### src/rtl/cpu_mem_pkg.sv
// Shared types and default widths for the CPU memory-port controller.
package cpu_mem_pkg;

   localparam int unsigned DEF_ADDR_W = 32;
   localparam int unsigned DEF_DATA_W = 32;

   typedef enum logic [1:0] {
      IDLE   = 2'd0,
      ACCESS = 2'd1,
      DONE   = 2'd2
   } stateT;

   typedef enum logic {
      OWN_IF = 1'b0,
      OWN_D  = 1'b1
   } ownerT;

endpackage

### src/rtl/mem_grant_sel.sv
// Fetch/data priority select with a starvation guard: data normally wins,
// but after MAX_STREAK data grants while fetch waits, fetch is forced.
module mem_grant_sel
   import cpu_mem_pkg::*;
#(
   parameter int unsigned MAX_STREAK = 4
) (
   input  logic clock,
   input  logic reset,
   input  logic sampleEn,
   input  logic ifReq,
   input  logic dReq,
   output logic winnerData_c,
   output logic grantValid_c
);

   localparam int unsigned STREAK_W = (MAX_STREAK > 0) ? $clog2(MAX_STREAK + 1) : 1;
   localparam logic [STREAK_W-1:0] STREAK_MAX = STREAK_W'(MAX_STREAK);

   logic [STREAK_W-1:0] streak;
   logic [STREAK_W-1:0] streakNext;
   logic                fetchWins;

   // Priority decision and streak update for the current IDLE sample.
   always_comb begin
      streakNext   = streak;
      fetchWins    = ~dReq | (ifReq & (streak == STREAK_MAX));
      grantValid_c = sampleEn & (ifReq | dReq);
      winnerData_c = ~fetchWins;
      if (grantValid_c) begin
         if (fetchWins || !ifReq) begin
            streakNext = '0;
         end else if (streak != STREAK_MAX) begin
            streakNext = streak + STREAK_W'(1);
         end
      end
   end

   // Streak register.
   always_ff @(posedge clock or negedge reset) begin
      if (!reset) begin
         streak <= '0;
      end else begin
         streak <= streakNext;
      end
   end

endmodule

### src/rtl/mem_access_ctrl.sv
// Single-port memory sequencer: arbitrates fetch vs data, runs one access at
// a time with an optional ready timeout, and holds the last read data.
module mem_access_ctrl
   import cpu_mem_pkg::*;
#(
   parameter int unsigned ADDR_W     = DEF_ADDR_W,
   parameter int unsigned DATA_W     = DEF_DATA_W,
   parameter int unsigned TIMEOUT    = 16,
   parameter int unsigned MAX_STREAK = 4
) (
   input  logic              clock,
   input  logic              reset,
   input  logic              if_req,
   input  logic [ADDR_W-1:0] if_addr,
   output logic              if_gnt,
   output logic              if_done,
   input  logic              d_req,
   input  logic              d_we,
   input  logic [ADDR_W-1:0] d_addr,
   input  logic [DATA_W-1:0] d_wdata,
   output logic              d_gnt,
   output logic              d_done,
   output logic [DATA_W-1:0] rdata,
   output logic              err,
   output logic              timeout_seen,
   output logic              mem_en,
   output logic              mem_we,
   output logic [ADDR_W-1:0] mem_addr,
   output logic [DATA_W-1:0] mem_wdata,
   input  logic [DATA_W-1:0] mem_rdata,
   input  logic              mem_ready
);

   localparam int unsigned TO_W = (TIMEOUT > 2) ? $clog2(TIMEOUT) : 1;
   localparam logic [TO_W-1:0] TO_LAST = TO_W'((TIMEOUT == 0) ? 0 : TIMEOUT - 1);

   stateT            state, stateNext;
   ownerT            owner, ownerNext;
   logic [TO_W-1:0]  toCnt, toCntNext;
   logic             ifGntNext, ifDoneNext, dGntNext, dDoneNext, errNext;
   logic             timeoutSeenNext, memEnNext, memWeNext;
   logic [ADDR_W-1:0] memAddrNext;
   logic [DATA_W-1:0] memWdataNext, rdataNext;
   logic             winnerData_c, grantValid_c;

   mem_grant_sel #(
      .MAX_STREAK (MAX_STREAK)
   ) u_grant_sel (
      .clock        (clock),
      .reset        (reset),
      .sampleEn     (state == IDLE),
      .ifReq        (if_req),
      .dReq         (d_req),
      .winnerData_c (winnerData_c),
      .grantValid_c (grantValid_c)
   );

   // Next state and next values of every registered output.
   always_comb begin
      stateNext       = state;
      ownerNext       = owner;
      toCntNext       = toCnt;
      ifGntNext       = 1'b0;
      dGntNext        = 1'b0;
      ifDoneNext      = 1'b0;
      dDoneNext       = 1'b0;
      errNext         = 1'b0;
      timeoutSeenNext = timeout_seen;
      memEnNext       = mem_en;
      memWeNext       = mem_we;
      memAddrNext     = mem_addr;
      memWdataNext    = mem_wdata;
      rdataNext       = rdata;
      case (state)
         IDLE: begin
            if (grantValid_c) begin
               stateNext = ACCESS;
               memEnNext = 1'b1;
               toCntNext = '0;
               if (winnerData_c) begin
                  ownerNext    = OWN_D;
                  dGntNext     = 1'b1;
                  memWeNext    = d_we;
                  memAddrNext  = d_addr;
                  memWdataNext = d_wdata;
               end else begin
                  ownerNext   = OWN_IF;
                  ifGntNext   = 1'b1;
                  memWeNext   = 1'b0;
                  memAddrNext = if_addr;
               end
            end
         end
         ACCESS: begin
            toCntNext = toCnt + TO_W'(1);
            if (mem_ready) begin
               stateNext  = DONE;
               memEnNext  = 1'b0;
               memWeNext  = 1'b0;
               ifDoneNext = (owner == OWN_IF);
               dDoneNext  = (owner == OWN_D);
               if ((owner == OWN_IF) || !mem_we) begin
                  rdataNext = mem_rdata;
               end
            end else if ((TIMEOUT != 0) && (toCnt == TO_LAST)) begin
               stateNext       = DONE;
               memEnNext       = 1'b0;
               memWeNext       = 1'b0;
               ifDoneNext      = (owner == OWN_IF);
               dDoneNext       = (owner == OWN_D);
               errNext         = 1'b1;
               timeoutSeenNext = 1'b1;
            end
         end
         DONE: begin
            stateNext = IDLE;
         end
         default: begin
            stateNext = IDLE;
         end
      endcase
   end

   // State, counters and output registers.
   always_ff @(posedge clock or negedge reset) begin
      if (!reset) begin
         state        <= IDLE;
         owner        <= OWN_IF;
         toCnt        <= '0;
         if_gnt       <= 1'b0;
         if_done      <= 1'b0;
         d_gnt        <= 1'b0;
         d_done       <= 1'b0;
         err          <= 1'b0;
         timeout_seen <= 1'b0;
         mem_en       <= 1'b0;
         mem_we       <= 1'b0;
         mem_addr     <= '0;
         mem_wdata    <= '0;
         rdata        <= '0;
      end else begin
         state        <= stateNext;
         owner        <= ownerNext;
         toCnt        <= toCntNext;
         if_gnt       <= ifGntNext;
         if_done      <= ifDoneNext;
         d_gnt        <= dGntNext;
         d_done       <= dDoneNext;
         err          <= errNext;
         timeout_seen <= timeoutSeenNext;
         mem_en       <= memEnNext;
         mem_we       <= memWeNext;
         mem_addr     <= memAddrNext;
         mem_wdata    <= memWdataNext;
         rdata        <= rdataNext;
      end
   end

endmodule
### config.mk
export PLATFORM = sky130hd
export DESIGN_NAME = mem_access_ctrl
export DESIGN_NICKNAME = d
export VERILOG_FILES = /design/src/rtl/cpu_mem_pkg.sv /design/src/rtl/mem_grant_sel.sv /design/src/rtl/mem_access_ctrl.sv
export SDC_FILE = /design/constraint.sdc
export NUM_CORES = 1
export LEC_CHECK = 0
export BUFFER_PORTS_ARGS = -buffer_cell sky130_fd_sc_hd__buf_4
export CORE_UTILIZATION = 41
export CTS_CLUSTER_DIAMETER = 120
export CTS_CLUSTER_SIZE = 10
export DETAILED_ROUTE_END_ITERATION = 10
export PLACE_DENSITY = 0.77
export SYNTH_ARGS = -nofsm -noshare
export SYNTH_HDL_FRONTEND = slang
export SYNTH_SLANG_ARGS = --single-unit
export TNS_END_PERCENT = 20
### constraint.sdc
create_clock -name clock -period 1.7 [get_ports clock]
set_clock_uncertainty 0.05 [all_clocks]
set_input_delay 0.17 -clock clock [delete_from_list [all_inputs] [get_ports clock]]
set_output_delay 0.17 -clock clock [all_outputs]
set_load 0.1 [all_outputs]
# ---- Word-level counts from Yosys, hierarchy flattened
# Cells that the tools add are included.
dict set report word_totals {
  out_inout_bits 104
  wordCells 77
  regBits 114
}
dict set report op_classes {
  addsub 2
  n_reduce_logical 15
  bitwise 8
  eq_ne 6
  n_mux 31
}
# operator n
set ops {}
lappend ops {{32-bit two-way mux} 1}
lappend ops {{1-bit two-way mux} 20}
lappend ops {{3-bit AND reduction} 4}
lappend ops {{4-bit one-hot mux with 2 select lines} 1}
lappend ops {{2-bit AND reduction} 4}
lappend ops {{2-bit two-way mux} 3}
lappend ops {{3-bit two-way mux} 2}
lappend ops {{3-bit != test (second input constant)} 2}
lappend ops {{4-bit by 1-bit adder with 4-bit output (second input constant)} 1}
lappend ops {{4-bit equality test (second input constant)} 1}
lappend ops {{4-bit two-way mux} 1}
lappend ops {{1-bit inverter} 4}
lappend ops {{1-bit one-hot mux with 2 select lines} 2}
lappend ops {{2-bit one-hot mux with 2 select lines} 1}
lappend ops {{2-bit nonzero test} 2}
lappend ops {{3-bit by 1-bit adder with 3-bit output (second input constant)} 1}
lappend ops {{3-bit equality test (second input constant)} 1}
lappend ops {{1-bit bitwise AND} 2}
lappend ops {{2-bit by 1-bit equality test with 1-bit output (second input constant)} 1}
lappend ops {{1-bit logical NOT} 2}
lappend ops {{2-bit logical NOT} 1}
lappend ops {{1-bit logical OR} 2}
lappend ops {{2-bit != test (second input constant)} 1}
lappend ops {{1-bit OR} 2}

# ---- Longest topological paths before layout
dict set report depth {
  word_depth 6
  mapped_depth 7
}

# ---- Hierarchy
# A second synthesis with hierarchy kept.
dict set report hier_totals {
  hier_cells 348
  hier_area_um2 4713.3
}
# module n_inst area_each_um2 cells_each seq_area_each_um2
set by_module_without_submodules {}
lappend by_module_without_submodules {mem_access_ctrl 1 4529.3 327 2777.7}
lappend by_module_without_submodules {mem_grant_sel 1 183.9 21 75.1}

# ---- Worst setup path before layout
# No wires, ideal clock.
dict set report synth_timing {
  kind {flip-flop to flip-flop}
  startpoint {register mem_we}
  endpoint {register rdata[10]}
  t_arrival_ns 1.774
  path_slack_ns -0.250
  n_path_buf 1
  stages_incl_launch_ff 5
  setup_ns 0.126
  period_less_slack_ns 1.950
  path_cell_list {dfrtp_1 nand2_1 nand3_4 buf_6 mux2_2}
}
dict set report synth_via {
  elab_chain_len 3
}
# element line
set synth_lines {}
lappend synth_lines {{start: declaration} mem_access_ctrl.sv:27} ;# output logic mem_we,
lappend synth_lines {{start signal: assignment} mem_access_ctrl.sv:152} ;# mem_we <= memWeNext;
lappend synth_lines {{1-bit logical NOT} mem_access_ctrl.sv:102} ;# if ((owner == OWN_IF) || !mem_we) begin
lappend synth_lines {{1-bit logical OR} mem_access_ctrl.sv:102}
lappend synth_lines {{3-bit AND reduction (no source line)} --}
lappend synth_lines {{end signal: assignment} mem_access_ctrl.sv:155} ;# rdata <= rdataNext;
lappend synth_lines {{end: declaration} mem_access_ctrl.sv:23} ;# output logic [DATA_W-1:0] rdata,
# Every way passes these cells.
# A chain may end at the register's enable or synchronous reset.

# ---- Final worst setup path
dict set report layout_timing {
  startpoint {register u_grant_sel.streak[0]}
  endpoint {register mem_addr[11]}
}
dict set report layout_via {
  elab_chain_len 4
}
# element line
set layout_lines {}
lappend layout_lines {{start: declaration} mem_grant_sel.sv:20} ;# logic [STREAK_W-1:0] streak;
lappend layout_lines {{start signal: assignment} mem_grant_sel.sv:44} ;# streak <= streakNext;
lappend layout_lines {{3-bit equality test} mem_grant_sel.sv:27} ;# fetchWins = ~dReq | (ifReq & (streak == STREAK_MAX));
lappend layout_lines {{1-bit bitwise AND} mem_grant_sel.sv:27}
lappend layout_lines {{1-bit OR} mem_grant_sel.sv:27}
lappend layout_lines {{32-bit two-way mux} mem_access_ctrl.sv:80} ;# if (winnerData_c) begin
lappend layout_lines {{end signal: assignment} mem_access_ctrl.sv:153} ;# mem_addr <= memAddrNext;
lappend layout_lines {{end: declaration} mem_access_ctrl.sv:28} ;# output logic [ADDR_W-1:0] mem_addr,
# Every way passes these cells.

==> reports/metrics.cfg <==
[detailed_routing]
drtIter0Drc=216
drc_errors=0
routed_via_density=5.23
route.detailed.wl_per_inst_microns=19.2
drtAntennaViolNets=0
dr.pass1.iters=4
totalWireLength_mm=16.5
vias=4504

[floorplanning]
die_width_microns=109
pin_count=238
chipHeight_microns=109
die_area_sq_um=11800
core-area_sq_um=10900
row_count=38
start_util_pct=42.6

[layout]
synthToLayoutAreaGrowth_pct=91.3
stdcell_count=862
multi_input_area_sq_um=1720
drive_gt1_share_pct=51.6
nNetsFinal=843
seq_area_sq_um=2850
final.fill_count=572

[timing]
setup_viol=2
period_needed_ps=1700
holdWs_ps=53.4
rsz0062_at_grt=yes
tns_ps=-5.00
period_share_pct=100
hold_viol_final=0
clock.fmax_mhz=587
worstMarginPinSlew_ps=404
slew_violations=0
setup_ws_ps=-2.72
slew_headroom_pct=73.1

[worst_setup_path]
startpoint=u_grant_sel.streak[0]
r2r_end=mem_addr[11]
rr_worst_depth=6
crit_required_ps=1930
r2r_slack_ps=-3
cp_max_fo=7
crit_type=flop to flop
critPathCaptureType=flop
rr_startpoint=u_grant_sel.streak[0]
arrival_ps=1930
start_kind=flop
endpoint=mem_addr[11]

[cts]
clkTransAtPathRegs_ps=60
numCtsBuffers=17
clock_latency_ps=400
cts_root_buf=clkbuf_16
cts_buffer_depth=2
cts_tree=yes
htreeDepth=4
clock-sinks=114

[grt]
grt_max_degree=53
grt_usage_pct=27.0
grt_pass1_wl_mm=23.6
grt_overflow_total=0
grt_pass1_vias=4784
antenna_found_initial=3

[synth]
synth_edf_count=0
yosys.cell_count.top_type=dfrtp_1
async_reset_ff_share_pct=100
synth_seq_cells=114
synthFlopType=dfrtp_1
synth.area.top_cells=dfrtp_1, mux2_2, a221o_1, a21boi_0, buf_6
synth_area_sq_um=4660
synth_common_cells=dfrtp_1, mux2_2, a221o_1
yosysWarnings=0
ys_seq_area_share_pct=61.2
synth_top_area_share_pct=61.2
synth_nets=449
yosysTopAreaCell=dfrtp_1
syn-instance-count=312
syn_area_per_cell_sq_um=14.9
yosysUniqueCellTypes=36

[worst_hold_path]
min_path_type=primary input to flop
worstHoldStart=if_req

[status]
outcome=complete, but fails checks
violations=negative setup slack

[placement]
dp.cells=685
dp_slack_ps=-72.2
hpwlAfterDp_mm=8.82
gp_congestion=0.751
io_buffers=237

[flow_run]
drv_cap=0

[cell families after synthesis]
| family | count (synthesis) | synth area share, % |
|---|---|---|
| flip-flops | 114 | 61.2 |
| AO/OA/AOI/OAI | 80 | 15.2 |
| multiplexers | 66 | 15.9 |
| buffers and inverters | 25 | 3.79 |
| AND/OR/NAND/NOR | 24 | 3.04 |
| adder cells (fa/ha/maj) | 3 | 0.806 |
[routing by layer]
layer / GRT usage, % / vias up / share of wire [%]
met4: 14.8 / 0 / 4.4
met1: 28.2 / 2214 / 36
met3: 7.84 / 66 / 6.9
met2: 48.3 / 247 / 53
met5: 0 / - / 0
li1: - / 1977 / -
[sequential cells by signal (all words and copies together), names as in the netlist, 2 cells and up]
name                count
toCnt                   4
mem_wdata              32
mem_addr               32
state                   2
rdata                  32
u_grant_sel.streak      3
[cell usage in the layout, fill, tap and decap left out, types with 3 or more instances in the layout]
cell type and count:
a21boi_0 32, a21oi_1 3, a221o_1 33, buf_12 8, buf_4 247, buf_6 3
bufinv_16 5, clkbuf_16 22, clkinv_4 4, dfrtp_1 113, diode_2 3, dlygate4sd3_1 131
mux2_2 52, mux2_4 11, nand2_1 5, nor3_1 3
[cell type report]
| cell class | instances | area share (%) |
|---|---|---|
| diodes | 3 | 0.0842 |
| inverters | 4 | 0.168 |
| repair buffers | 395 | 39.3 |
| well taps | 140 | 1.97 |
| clock inverters | 13 | 2.36 |
| multi-input cells | 174 | 19.3 |
| clock buffers | 19 | 4.86 |
| flip-flops and latches | 114 | 32.0 |
[through the flow]
step | utilization, % | cell area, sq um
final | 81.5 | 8910
after global routing | 81.5 | 8910
after CTS | 79.1 | 8650
after detailed placement | 61.1 | 6680
after global placement | 61.1 | 6680
after floorplan | - | 4660
[worst min path at each step]
stage | endpoint | slack (ps) | depth (start not counted)
4_1_cts | u_grant_sel.streak[2] | 10 | 3
3_3_place_gp | rdata[24] | 70 | 1
6_report | u_grant_sel.streak[2] | 50 | 3
5_1_grt | u_grant_sel.streak[2] | 50 | 3
3_5_place_dp | rdata[13] | 80 | 1
2_1_floorplan | d_done | -180 | 0
[repair_timing]
item | CTS | global route
hold buffers | 131 | 0
hold endpoints to repair | 125 | 0
setup buffers | 0 | 2
cloned | 0 | 9
gates resized for setup | 4 | 17
endpoints found under the setup margin | 65 | 35
pin swaps | 3 | 11
[worst max-delay path, cell delays in order (launching register included)]
cell	delay (ps)
dfrtp_1	390
inv_2	80
ha_4	140
nand2_4	70
o211a_4	340
clkbuf_16	180
a221o_1	320
Power is not shown: default switching activity piles up to over one toggle a cycle in this logic, so the estimate is an artifact.
